[config.mk]
export PLATFORM = sky130hd
export DESIGN_NAME = user_rd_reg
export DESIGN_NICKNAME = d
export VERILOG_FILES = /design/src/rtl/user_rd_reg.sv
export SDC_FILE = /design/constraint.sdc
export NUM_CORES = 1
export LEC_CHECK = 0
export CAP_MARGIN = 0
export CORE_MARGIN = 4
export CORE_UTILIZATION = 52
export DETAILED_ROUTE_END_ITERATION = 12
export PLACE_DENSITY = 0.82
export SYNTH_ARGS = -nofsm -noshare
export SYNTH_HDL_FRONTEND = slang
export SYNTH_SLANG_ARGS = --single-unit
[constraint.sdc]
create_clock -name CLK -period 2 [get_ports CLK]
set_input_delay 0.6 -clock CLK [delete_from_list [all_inputs] [get_ports CLK]]
set_output_delay 0.6 -clock CLK [all_outputs]
set_load 0.01 [all_outputs]
[src/rtl/user_rd_reg.sv]
// JTAG user read register: snapshots PI on Capture-DR and shifts it out LSB-first on TDO.
// Every flop runs on CLK. The TAP inputs are synchronized, and DRCK is edge-detected rather than used as a clock.
module user_rd_reg #(
  parameter int               width       = 16,
  parameter logic [width-1:0] def_value   = '0,
  parameter int               SYNC_STAGES = 2
) (
  input  logic             CLK,
  input  logic             RST_N,
  input  logic             DRCK,
  input  logic             SEL,
  input  logic             FSEL,
  input  logic             TDI,
  input  logic             CAPTURE,
  input  logic             SHIFT,
  input  logic [width-1:0] PI,
  output logic             TDO,
  output logic             RD_STB,
  output logic             BUSY,
  output logic             OVF
);

  localparam int CNT_W = $clog2(width + 1);

  typedef enum logic [1:0] {IDLE, CAPT, SHFT, DONE} state_t;

  logic [4:0]                  tap_in;
  logic [SYNC_STAGES-1:0][4:0] sync_q, sync_d;
  logic [4:0]                  tap_s;
  logic                        drck_s, sel_s, cap_s, shift_s, tdi_s;
  logic                        drck_prev_q, drck_prev_d;
  logic                        drck_rise, act, cap_ev, shift_ev;

  state_t                      state_q, state_d;
  logic [width-1:0]            sr_q, sr_d;
  logic [CNT_W-1:0]            cnt_q, cnt_d;
  logic                        ovf_q, ovf_d;
  logic                        rd_stb_q, rd_stb_d;

  // TDI travels alongside SHIFT so the shifted-in bit lines up with its DRCK edge.
  assign tap_in = {TDI, SHIFT, CAPTURE, SEL, DRCK};

  always_comb begin
    sync_d      = {sync_q[SYNC_STAGES-2:0], tap_in};
    drck_prev_d = drck_s;
  end

  always_ff @(posedge CLK or negedge RST_N) begin
    if (!RST_N) begin
      sync_q      <= '0;
      drck_prev_q <= 1'b0;
    end else begin
      sync_q      <= sync_d;
      drck_prev_q <= drck_prev_d;
    end
  end

  assign tap_s     = sync_q[SYNC_STAGES-1];
  assign drck_s    = tap_s[0];
  assign sel_s     = tap_s[1];
  assign cap_s     = tap_s[2];
  assign shift_s   = tap_s[3];
  assign tdi_s     = tap_s[4];
  assign drck_rise = drck_s & ~drck_prev_q;
  assign act       = sel_s & FSEL;
  assign cap_ev    = act & cap_s & drck_rise;
  assign shift_ev  = act & shift_s & drck_rise & ~cap_s;

  always_ff @(posedge CLK or negedge RST_N) begin
    if (!RST_N) begin
      state_q  <= IDLE;
      sr_q     <= def_value;
      cnt_q    <= '0;
      ovf_q    <= 1'b0;
      rd_stb_q <= 1'b0;
    end else begin
      state_q  <= state_d;
      sr_q     <= sr_d;
      cnt_q    <= cnt_d;
      ovf_q    <= ovf_d;
      rd_stb_q <= rd_stb_d;
    end
  end

  always_comb begin
    state_d = state_q;
    case (state_q)
      IDLE: if (cap_ev) state_d = CAPT;
      CAPT: begin
        if (!act)          state_d = IDLE;
        else if (shift_ev) state_d = SHFT;
      end
      SHFT: begin
        if (!act)          state_d = IDLE;
        else if (cap_ev)   state_d = CAPT;
        else if (!shift_s) state_d = DONE;
      end
      DONE:    state_d = IDLE;
      default: state_d = IDLE;
    endcase
  end

  // A shift that happens once the count has saturated is what marks an overshift.
  always_comb begin
    sr_d     = sr_q;
    cnt_d    = cnt_q;
    ovf_d    = ovf_q;
    rd_stb_d = 1'b0;
    if (cap_ev && state_q != DONE) begin
      sr_d  = PI;
      cnt_d = '0;
      ovf_d = 1'b0;
    end else if (shift_ev && (state_q == CAPT || state_q == SHFT)) begin
      sr_d = {tdi_s, sr_q[width-1:1]};
      if (cnt_q == CNT_W'(width)) ovf_d = 1'b1;
      else                        cnt_d = cnt_q + 1'b1;
    end
    if (state_q == DONE) rd_stb_d = (cnt_q == CNT_W'(width));
  end

  assign TDO    = FSEL & sr_q[0];
  assign RD_STB = rd_stb_q;
  assign BUSY   = (state_q == CAPT) || (state_q == SHFT);
  assign OVF    = ovf_q;

endmodule

==> reports/qor.yml <==
drt:
  finalWirelength_um: 3030
  num_vias: 1137
  vias_per_cell: 5.17
  antenna_left: 0
  routed-wl-met2_um: 1510
  wl_met3_um: 143
  top_layer: "met4"
  first_iter_violations: 92
  firstDrtPassIters: 4
  drc: 0
  met1Wirelength_um: 1300
  wl_per_cell_um: 13.8
sta:
  rsz0062_at_grt: "false"
  period_share_pct: 92.2
  fin_worst_skew_ns: 0.0134
  slew_headroom_pct: 70.6
  timing.final.ws_setup_ns: 0.156
  fin_crit_ns: 1.84
  setup_viol_count_final: 0
  worst_slew_pin_slew_ns: 0.442
  hold_viol: 0
  maxSlewViolCount: 0
  fmax_mhz: 542
global_route:
  grt_max_degree: 37
  antenna_found_initial: 0
  grt_pass1_vias: 1189
  grt_overflow_total: 0
  grt_pass1_wl_um: 5310
  track_usage_pct: 16.7
hold_path:
  min_path_type: "flip-flop to flip-flop"
place:
  dp_slack_ns: -0.348
  dpl.hpwl_um: 2170
  port_buffers: 27
  placed_area_um2: 1970
  routabilityCongestion: 0.862
logic_synthesis:
  yosysSeqAreaShare_pct: 55.3
  ys_top_cells_by_count: "36 x dfrtp_1, 11 x nand2_1, 9 x a22o_1"
  synth_top_area_cell: "dfrtp_1"
  synth_xor_area_share_pct: 1.61
  syn_nets: 167
  avgSynthCellArea_um2: 11.9
  synth_area_um2: 1630
  synth.most_common_cell: "dfrtp_1"
  synth_fa_ha_area_share_pct: 4.61
  synth-edff-count: 0
  synthMuxAreaShare_pct: 4.92
  synth_top_family_by_area: "compound AO/OA/AOI/OAI gates"
  syn_inst: 137
  ys_types: 35
  ys.flop_type: "dfrtp_1"
  synth_compound_area_share_pct: 15.4
  yosys_warnings: 0
  synth-simple-area-share_pct: 13.0
  ys_ff_latch: 36
  synth-async-reset-ratio_pct: 100
  netlist_top_cells_area: "dfrtp_1 55%, mux2i_1 4.9%, a22o_1 4.8%, ha_1 4.6%, a21o_1 3.7%"
  yosysTopAreaCellShare_pct: 55.3
clock_tree:
  worstSkewPairLatency_ns: 0.34
  clk_pin_slew_ns: 0.12
  numCtsBuffers: 5
  cts_tree: "done"
  clock_path_buffers: 2
  cts_sinks: 36
  ctsRootBufferMaster: "clkbuf_4"
  ctsHoldBuffers: 0
  cts-htree-levels: 2
cells_and_area:
  drive_gt1_share_pct: 14.8
  fillers: 222
  multi_input_area_um2: 651
  area_growth_pct: 25.8
  finalNetCount: 205
  antennaDiodeCount: 0
  seqCellArea_um2: 901
  utilization_pct: 67.7
  fin_area_um2: 2050
floorplanning:
  coreArea_um2: 3030
  die_x_um: 64.0
  ios: 28
  die_y_um: 64.0
  die-area_um2: 4090
  start_util_pct: 53.8
  placementRows: 20
setup_path:
  crit_fanout: 2
  cp_top_family: "flip-flops"
  path_cells: "inv_1, ha_1, clkbuf_2"
  endpoint_kind: "output port"
  worstSetupPathType: "flip-flop to output port"
  worstPathArrival_ns: 1.24
  crit_path_top_delay_cell: "dfrtp_1"
  critical_path_buf_inv_count: 2
  max_stage_delay_ns: 0.39
  setup.worst_path.start_class: "flip-flop"
  worstPathRequired_ns: 1.40
outcome:
  status: "finished, final reports clean"
power:
  power_leakage_uw: 0.000935
  ir_drop_v: 0.000563
  cellPowerDensity_nw_per_um2: 922
run:
  maxCapViolCount: 0
-- area by class of cell --
type                    instances  share of cell area, %
clock buffers                   5                   1.83
clock inverters                 3                   2.08
inverters                       8                   1.47
multi-input cells              88                   31.7
flip-flops and latches         36                   44.0
well taps                      44                   2.69
repair buffers                 36                   16.2
-- where the power goes --
group / switching [µW] / leakage [µW] / internal, µW / total [µW]
Sequential: 75.6 / 0.000453 / 861 / 937
Combinational: 216 / 0.000442 / 226 / 442
Clock: 251 / 0.0000412 / 261 / 511
-- routing by layer --
metal	GRT usage [%]	vias up
li1	-	562
met4	9.43	0
met3	2.64	7
met1	21.6	532
met2	26.5	36
met5	0	-
-- cells by family (layout without fill, tap and decap cells) --
| group | count (synthesis) | count (layout) |
|---|---|---|
| AND/OR/NAND/NOR | 36 | 36 |
| XOR/XNOR | 3 | 3 |
| AO/OA/AOI/OAI | 35 | 35 |
| buffers and inverters | 13 | 52 |
| multiplexers | 8 | 8 |
| flip-flops | 36 | 36 |
| adder cells (fa/ha/maj) | 6 | 6 |
-- stage by stage --
step                hold WS (ns)  std cells  power (µW)  TNS [ns]
floorplan                  0.304        137        1190         0
global placement           0.332        211        1350     -2.36
detailed placement         0.335        211        1390     -3.01
CTS                        0.359        220        1910         0
global route               0.368        220        2010         0
finish                     0.354        220        1890         0
-- placed cells by master (no fill, tap or decap), types with 2 or more instances in the layout --
cell type / Yosys / layout
xor2_1: 2 / 2
nand3_1: 2 / 2
inv_1: 8 / 8
a22o_1: 9 / 9
ha_1: 6 / 6
and4bb_2: 2 / 2
clkdlybuf4s50_1: 0 / 24
a21oi_1: 4 / 4
nor2_1: 5 / 5
nand4_1: 2 / 2
and2_1: 4 / 4
nor3_1: 2 / 2
mux2i_1: 8 / 8
a21o_1: 8 / 8
nand2_1: 11 / 11
buf_4: 2 / 9
o21ai_0: 3 / 3
clkbuf_4: 0 / 5
o21ai_1: 6 / 6
dfrtp_1: 36 / 36
-- registers in the layout, indices dropped and copies added (netlist names) --
register / cells
sr_q: 16
cnt_q: 5
sync_d: 5
tap_s: 5
state_q: 2
OVF: 1
RD_STB: 1
drck_prev_q: 1
-- final timing paths --
| check | start | depth (start not counted) | slack, ns | endpoint |
|---|---|---|---|---|
| min in group asynchronous | RST_N | 2 | 0.65 | state_q[1] |
| max | state_q[1] | 3 | 0.16 | BUSY |
| max reg2reg | state_q[1] | 6 | 0.28 | sr_q[14] |
| min reg2reg | sync_d[6] | 0 | 0.35 | tap_s[1] |
| min | sync_d[6] | 0 | 0.35 | tap_s[1] |
| max in group asynchronous | RST_N | 2 | 1.03 | sr_q[3] |
-- what timing repair did --
item | in CTS | in global routing
setup buffers | 1 | 0
endpoints found under the setup margin | 2 | 1
pin swaps | 0 | 0
gates resized for setup | 6 | 1
No activity file was read; power rests on OpenSTA's default activity.
